### src/rtl/chain_score_pipe_pkg.sv
// chain_pkg: shared widths, types and stage-register layouts for the
// chain_score_pipe anchor-chaining score pipeline.
//   DEF_COORD_W / DEF_SCORE_W / DEF_IDX_W : default datapath widths
//   coord_t / score_t / idx_t            : coordinate, signed score, index
//   NO_PRED                              : "no predecessor" index marker
//   s1_t / s2_t / s3_t                   : pipeline stage payloads
package chain_pkg;

   localparam int DEF_COORD_W = 32;
   localparam int DEF_SCORE_W = 32;
   localparam int DEF_IDX_W   = 16;

   // log2 of a coordinate needs $clog2(COORD_W) bits; after >>1 one less.
   localparam int LOG_W = $clog2(DEF_COORD_W);
   localparam int LG_W  = LOG_W - 1;

   typedef logic        [DEF_COORD_W-1:0] coord_t;
   typedef logic signed [DEF_SCORE_W-1:0] score_t;
   typedef logic        [DEF_IDX_W-1:0]   idx_t;

   localparam idx_t NO_PRED = '1;

   // Stage 1: raw differences plus everything carried to the accumulator.
   typedef struct packed {
      coord_t dr;
      coord_t dq;
      score_t f_j;
      idx_t   j_idx;
      coord_t w;
      logic   last;
      logic   legal;
   } s1_t;

   // Stage 2: overlap term and the pieces of the gap cost.
   typedef struct packed {
      coord_t          a;
      logic            g_zero;
      score_t          mult;
      logic [LG_W-1:0] lg;
      score_t          f_j;
      idx_t            j_idx;
      coord_t          w;
      logic            last;
      logic            legal;
   } s2_t;

   // Stage 3: finished candidate score ready for the running maximum.
   typedef struct packed {
      score_t cand;
      idx_t   j_idx;
      coord_t w;
      logic   last;
      logic   legal;
   } s3_t;

endpackage

### src/rtl/chain_score_pipe_ilog2.sv
// ilog2: combinational floor(log2(v)).
//   v     in  W        operand
//   log2  out LOG_W    index of the highest set bit (0 when v==0)
//   valid out 1        v is non-zero, so log2 is meaningful
module ilog2 #(
   parameter int W     = 32,
   parameter int LOG_W = $clog2(W)
) (
   input  logic [W-1:0]     v,
   output logic [LOG_W-1:0] log2,
   output logic             valid
);

   // Ascending scan: the last set bit seen is the most significant one.
   always_comb begin
      log2 = '0;
      for (int i = 0; i < W; i++) begin
         if (v[i]) begin
            log2 = LOG_W'(i);
         end
      end
   end

   assign valid = |v;

endmodule

### src/rtl/chain_score_pipe.sv
// chain_score_pipe: streaming (anchor i, predecessor j) pair scorer with a
// per-group running maximum. Emits f_i, best_j and n_eval per anchor group.
//   clk, rst (sync, active high)
//   in_valid/in_ready/in_last, pred_valid, riX/qiX (anchor), riY/qiY (pred),
//   f_j, j_idx, W (anchor span), gap_scale (Qx.FRAC_BITS, static)
//   out_valid/out_ready, f_i, best_j, n_eval
// Pipeline: S1 register at accept, S2, S3, then accumulator/output register,
// so a last beat accepted at edge k shows out_valid after edge k+3.
module chain_score_pipe
   import chain_pkg::*;
#(
   parameter int COORD_W   = DEF_COORD_W,
   parameter int SCORE_W   = DEF_SCORE_W,
   parameter int IDX_W     = DEF_IDX_W,
   parameter int FRAC_BITS = 8,
   parameter int MAX_DIST  = 5000
) (
   input  logic               clk,
   input  logic               rst,
   input  logic               in_valid,
   output logic               in_ready,
   input  logic               in_last,
   input  logic               pred_valid,
   input  logic [COORD_W-1:0] riX,
   input  logic [COORD_W-1:0] qiX,
   input  logic [COORD_W-1:0] riY,
   input  logic [COORD_W-1:0] qiY,
   input  logic [SCORE_W-1:0] f_j,
   input  logic [IDX_W-1:0]   j_idx,
   input  logic [COORD_W-1:0] W,
   input  logic [15:0]        gap_scale,
   output logic               out_valid,
   input  logic               out_ready,
   output logic [SCORE_W-1:0] f_i,
   output logic [IDX_W-1:0]   best_j,
   output logic [IDX_W-1:0]   n_eval
);

   localparam int PROD_W = DEF_COORD_W + 16;

   s1_t s1_reg, s1_next;
   s2_t s2_reg, s2_next;
   s3_t s3_reg, s3_next;
   logic s1_valid_reg, s2_valid_reg, s3_valid_reg;

   score_t best_reg, best_next;
   idx_t   bj_reg, bj_next;
   idx_t   cnt_reg, cnt_next;
   logic   in_group_reg;

   logic   out_valid_reg;
   score_t f_i_reg;
   idx_t   best_j_reg;
   idx_t   n_eval_reg;

   logic stall, accept;

   assign stall    = out_valid_reg && !out_ready;
   assign in_ready = !rst && !stall;
   assign accept   = in_valid && in_ready;

   // ---------------- S1: differences and legality ----------------
   always_comb begin
      s1_next.dr    = coord_t'(riX) - coord_t'(riY);
      s1_next.dq    = coord_t'(qiX) - coord_t'(qiY);
      s1_next.f_j   = score_t'(f_j);
      s1_next.j_idx = idx_t'(j_idx);
      s1_next.w     = coord_t'(W);
      s1_next.last  = in_last;
      // Ordering checks come first so the wrapped differences are only
      // trusted when they are genuinely positive.
      s1_next.legal = pred_valid && (riX > riY) && (qiX > qiY) &&
                      (s1_next.dr <= coord_t'(MAX_DIST)) &&
                      (s1_next.dq <= coord_t'(MAX_DIST));
   end

   // ---------------- S2: overlap and gap pieces ----------------
   coord_t           g;
   logic [LOG_W-1:0] g_log2;
   logic             g_log2_valid;

   assign g = (s1_reg.dr >= s1_reg.dq) ? (s1_reg.dr - s1_reg.dq)
                                       : (s1_reg.dq - s1_reg.dr);

   ilog2 #(.W(DEF_COORD_W), .LOG_W(LOG_W)) u_ilog2 (
      .v     (g),
      .log2  (g_log2),
      .valid (g_log2_valid)
   );

   always_comb begin
      s2_next.a = s1_reg.dr;
      if (s1_reg.dq < s2_next.a) s2_next.a = s1_reg.dq;
      if (s1_reg.w  < s2_next.a) s2_next.a = s1_reg.w;
      s2_next.g_zero = !g_log2_valid;
      s2_next.mult   = score_t'((PROD_W'(g) * PROD_W'(gap_scale)) >> FRAC_BITS);
      s2_next.lg     = g_log2_valid ? LG_W'(g_log2 >> 1) : '0;
      s2_next.f_j    = s1_reg.f_j;
      s2_next.j_idx  = s1_reg.j_idx;
      s2_next.w      = s1_reg.w;
      s2_next.last   = s1_reg.last;
      s2_next.legal  = s1_reg.legal;
   end

   // ---------------- S3: pair score and saturating candidate ----------------
   score_t                 gap_cost, pair_score;
   logic signed [DEF_SCORE_W:0] cand_wide;

   always_comb begin
      gap_cost   = s2_reg.g_zero ? '0 : (s2_reg.mult + score_t'(s2_reg.lg));
      pair_score = score_t'(s2_reg.a) - gap_cost;
      cand_wide  = {s2_reg.f_j[DEF_SCORE_W-1], s2_reg.f_j} +
                   {pair_score[DEF_SCORE_W-1], pair_score};
      // Top two bits disagree exactly when the sum left the score_t range.
      if (cand_wide[DEF_SCORE_W] != cand_wide[DEF_SCORE_W-1]) begin
         s3_next.cand = cand_wide[DEF_SCORE_W] ? {1'b1, {(DEF_SCORE_W-1){1'b0}}}
                                               : {1'b0, {(DEF_SCORE_W-1){1'b1}}};
      end else begin
         s3_next.cand = cand_wide[DEF_SCORE_W-1:0];
      end
      s3_next.j_idx = s2_reg.j_idx;
      s3_next.w     = s2_reg.w;
      s3_next.last  = s2_reg.last;
      s3_next.legal = s2_reg.legal;
   end

   // ---------------- Running maximum ----------------
   always_comb begin
      // The first beat of a group starts from the "no predecessor" baseline.
      best_next = in_group_reg ? best_reg : score_t'(s3_reg.w);
      bj_next   = in_group_reg ? bj_reg   : NO_PRED;
      cnt_next  = in_group_reg ? cnt_reg  : '0;
      // Illegal beats and beats without a real predecessor leave the maximum untouched.
      if (s3_reg.legal) begin
         if (cnt_next != '1) cnt_next = cnt_next + 1'b1;
         if (s3_reg.cand > best_next) begin
            best_next = s3_reg.cand;
            bj_next   = s3_reg.j_idx;
         end
      end
   end

   always_ff @(posedge clk) begin
      if (rst) begin
         s1_valid_reg  <= 1'b0;
         s2_valid_reg  <= 1'b0;
         s3_valid_reg  <= 1'b0;
         in_group_reg  <= 1'b0;
         best_reg      <= '0;
         bj_reg        <= NO_PRED;
         cnt_reg       <= '0;
         out_valid_reg <= 1'b0;
         f_i_reg       <= '0;
         best_j_reg    <= NO_PRED;
         n_eval_reg    <= '0;
      end else if (!stall) begin
         s1_valid_reg <= accept;
         if (accept) s1_reg <= s1_next;
         s2_valid_reg <= s1_valid_reg;
         s2_reg       <= s2_next;
         s3_valid_reg <= s2_valid_reg;
         s3_reg       <= s3_next;
         if (s3_valid_reg) begin
            best_reg     <= best_next;
            bj_reg       <= bj_next;
            cnt_reg      <= cnt_next;
            in_group_reg <= !s3_reg.last;
         end
         // Not stalled means any previous result was taken (or none was
         // shown), so out_valid simply reflects a completing group.
         out_valid_reg <= s3_valid_reg && s3_reg.last;
         if (s3_valid_reg && s3_reg.last) begin
            f_i_reg    <= best_next;
            best_j_reg <= bj_next;
            n_eval_reg <= cnt_next;
         end
      end
   end

   assign out_valid = out_valid_reg;
   assign f_i       = SCORE_W'(f_i_reg);
   assign best_j    = IDX_W'(best_j_reg);
   assign n_eval    = IDX_W'(n_eval_reg);

endmodule

### config.mk
export PLATFORM = sky130hd
export DESIGN_NAME = chain_score_pipe
export DESIGN_NICKNAME = d
export VERILOG_FILES = /design/src/rtl/chain_score_pipe_pkg.sv /design/src/rtl/chain_score_pipe_ilog2.sv /design/src/rtl/chain_score_pipe.sv
export SDC_FILE = /design/constraint.sdc
export NUM_CORES = 2
export LEC_CHECK = 0
export CORE_UTILIZATION = 40
export DETAILED_ROUTE_END_ITERATION = 6
export GPL_ROUTABILITY_DRIVEN = 0
export GPL_TIMING_DRIVEN = 1
export PLACE_DENSITY = 0.63
export SYNTH_ARGS = -nofsm -noshare
export SYNTH_HDL_FRONTEND = slang
export SYNTH_SLANG_ARGS = --single-unit
### constraint.sdc
create_clock -name clk -period 24.3 [get_ports clk]
set_input_delay 4.86 -clock clk [delete_from_list [all_inputs] [get_ports clk]]
set_output_delay 4.86 -clock clk [all_outputs]
set_load 0.01 [all_outputs]
==> results.toml <==
[outcome]
outcome = "finished, final reports clean"

[drt]
routedWlPerCell_um = 19.51
met3_length_mm = 8.640
vias_per_cell = 5.330
initialDrtViolationCount = 2416
firstDrtPassIters = 6
wl_met1_mm = 54.24
routed_wl_mm = 124.1
highest_layer = "met5"
vias = 33910
wl_met2_mm = 58.25
drc = 0
ant_nets = 0

[logic_synthesis]
yosysTopAreaCellShare = 0.2572
synthesis.area_mm2 = 0.04424
ys_seq_area_frac = 0.3174
synth_nets = 5597
synth_ff_type = "edfxtp_1"
yosysMostFrequentCell = "inv_1"
synth_common_cells = "inv_1 (642), nand2_1 (485), fa_1 (398), edfxtp_1 (379), ha_1 (341)"
ys_types = 80
synth.avg_cell_area_um2 = 9.560
yosys.area.top_type = "edfxtp_1"
netlist_instances = 4628
synthArstFlopShare = 0
synth.area.top_cells = "edfxtp_1 (26%), fa_1 (18%), ha_1 (9.6%), dfxtp_1 (6.0%), inv_1 (5.4%)"
synth-edff-count = 379
ys_warn_count = 0
ys_ff_latch = 512

[global_routing]
grt_max_degree = 165
antenna_found_initial = 3
grt_pass1_wl_mm = 191.9
grt_usage = 0.2204
grt.overflow.total = 0
grt_pass1_vias = 33570

[timing]
fin_worst_skew_ns = 0.04508
rsz0062_at_grt = "no"
finalSetupTns_ns = 0
period_needed_ns = 11.42
finalCritPeriodShare = 0.4698
slew_violations = 0
worstMarginPinSlew_ns = 1.182
fmax_ghz = 0.08760
setup_viol = 0
relSlewSlack = 0.2079
finalHoldViolations = 0
fin_ws_ns = 12.88

[floorplan]
num_rows = 121
start_util = 0.4048
core_area_mm2 = 0.1093
fp.dieH_um = 334.6
ios = 296
design.die.area_mm2 = 0.1119
die_w_um = 334.6

[clock_tree]
clk_latency_ns = 0.64
cts_tree = "built"
clock-sinks = 512
path_clk_slew_ns = 0.06
clockBufferDepth = 3
root_buffer = "clkbuf_16"
holdBufCountCts = 0
cts_inserted_buffers = 55
h-tree-depth = 2
post-cts-setup-buffers = 0
post_cts_resized = 0

[setup_path]
worstPathArrival_ns = 11.76
worstPathRequired_ns = 24.65
critPathCaptureType = "flop"
startpoint_type = "input port"
cp_max_fo = 32
path_class = "input port to flop"

[final_layout]
diodes = 0
syn_to_final_growth_pct = 14.82
largest_register_ffs = 151
multi_input_area_mm2 = 0.02721
drive_gt1_frac = 0.04114
nFillCells = 10450
seq_area_mm2 = 0.01404
fin_nets = 5810

[flow_run]
maxCapViolations = 0

[place]
dp_hpwl_mm = 95.00
port_buffers = 295
post-place-ws_ns = 12.27

[worst_hold_path]
hp-class = "flop to flop"
[critical path, stage by stage]
cell	delay [ns]
clkdlybuf4s50_1	0.51
buf_4	0.37
and2_1	0.21
fa_1	0.41
inv_1	0.08
fa_1	0.43
fa_1	0.52
inv_1	0.06
fa_1	0.50
fa_1	0.51
inv_1	0.05
fa_1	0.48
inv_1	0.04
ha_1	0.31
a21oi_1	0.19
o21ai_0	0.12
a21o_1	0.19
a21oi_1	0.14
o31a_1	0.23
o211ai_1	0.20
a211oi_1	0.43
a21oi_1	0.20
a21oi_1	0.27
o21bai_1	0.13
a211oi_1	0.24
nor2_1	0.06
[cells by family (layout without fill, tap and decap cells)]
logic type / count (synthesis) / after routing / share of synthesized area
simple gates: 1291 / 1291 / 0.1428
flops: 512 / 512 / 0.3174
xor+xnor: 216 / 216 / 0.04307
mux: 59 / 59 / 0.01340
fa+ha+maj: 745 / 745 / 0.2779
buf+inv: 836 / 1094 / 0.07126
compound gates: 969 / 969 / 0.1342
[final timing paths]
check | startpoint | to | slack (ns) | depth (start not counted)
min reg2reg | s2_reg[12] | s3_reg[12] | 0.39 | 0
min | s2_reg[12] | s3_reg[12] | 0.39 | 0
max reg2reg | s1_reg[124] | s2_reg[111] | 13.95 | 34
max | gap_scale[6] | s2_reg[111] | 12.88 | 26
[per-stage QoR]
step                hold slack [ns]  cell area [um2]  std cells    util
floorplan                    0.4003            44240       4628       -
global placement             0.4010            48880       6260  0.4472
detailed placement           0.4045            48880       6260  0.4472
CTS                          0.3861            50800       6362  0.4648
global route                 0.4000            50800       6362  0.4648
finish                       0.3853            50800       6362  0.4648
[per-layer routing]
metal  vias up  global-route usage
met4         2             0.05479
met1     16650              0.2996
met3       150             0.03383
met2      1131              0.3667
met5         -                   0
li1      15980                   -
[area by class of cell]
cell class	instances	area share
Multi-Input combinational cell	3280	0.5355
Sequential cell	512	0.2765
Timing Repair Buffer	350	0.06635
Inverter	642	0.04743
Tap cell	1476	0.03635
Clock buffer	70	0.02958
Clock inverter	32	0.008300
[cell usage in the layout, fill, tap and decap left out, drive strengths merged, types with 142 or more instances in the layout]
master / instances
clkdlybuf4s50: 293
xnor2: 142
o21ai: 265
edfxtp: 379
nor2: 235
ha: 341
inv: 646
nand2: 485
fa: 398
and2: 169
a21oi: 325
Power is not shown: default switching activity piles up to over one toggle a cycle in this logic, so the estimate is an artifact.
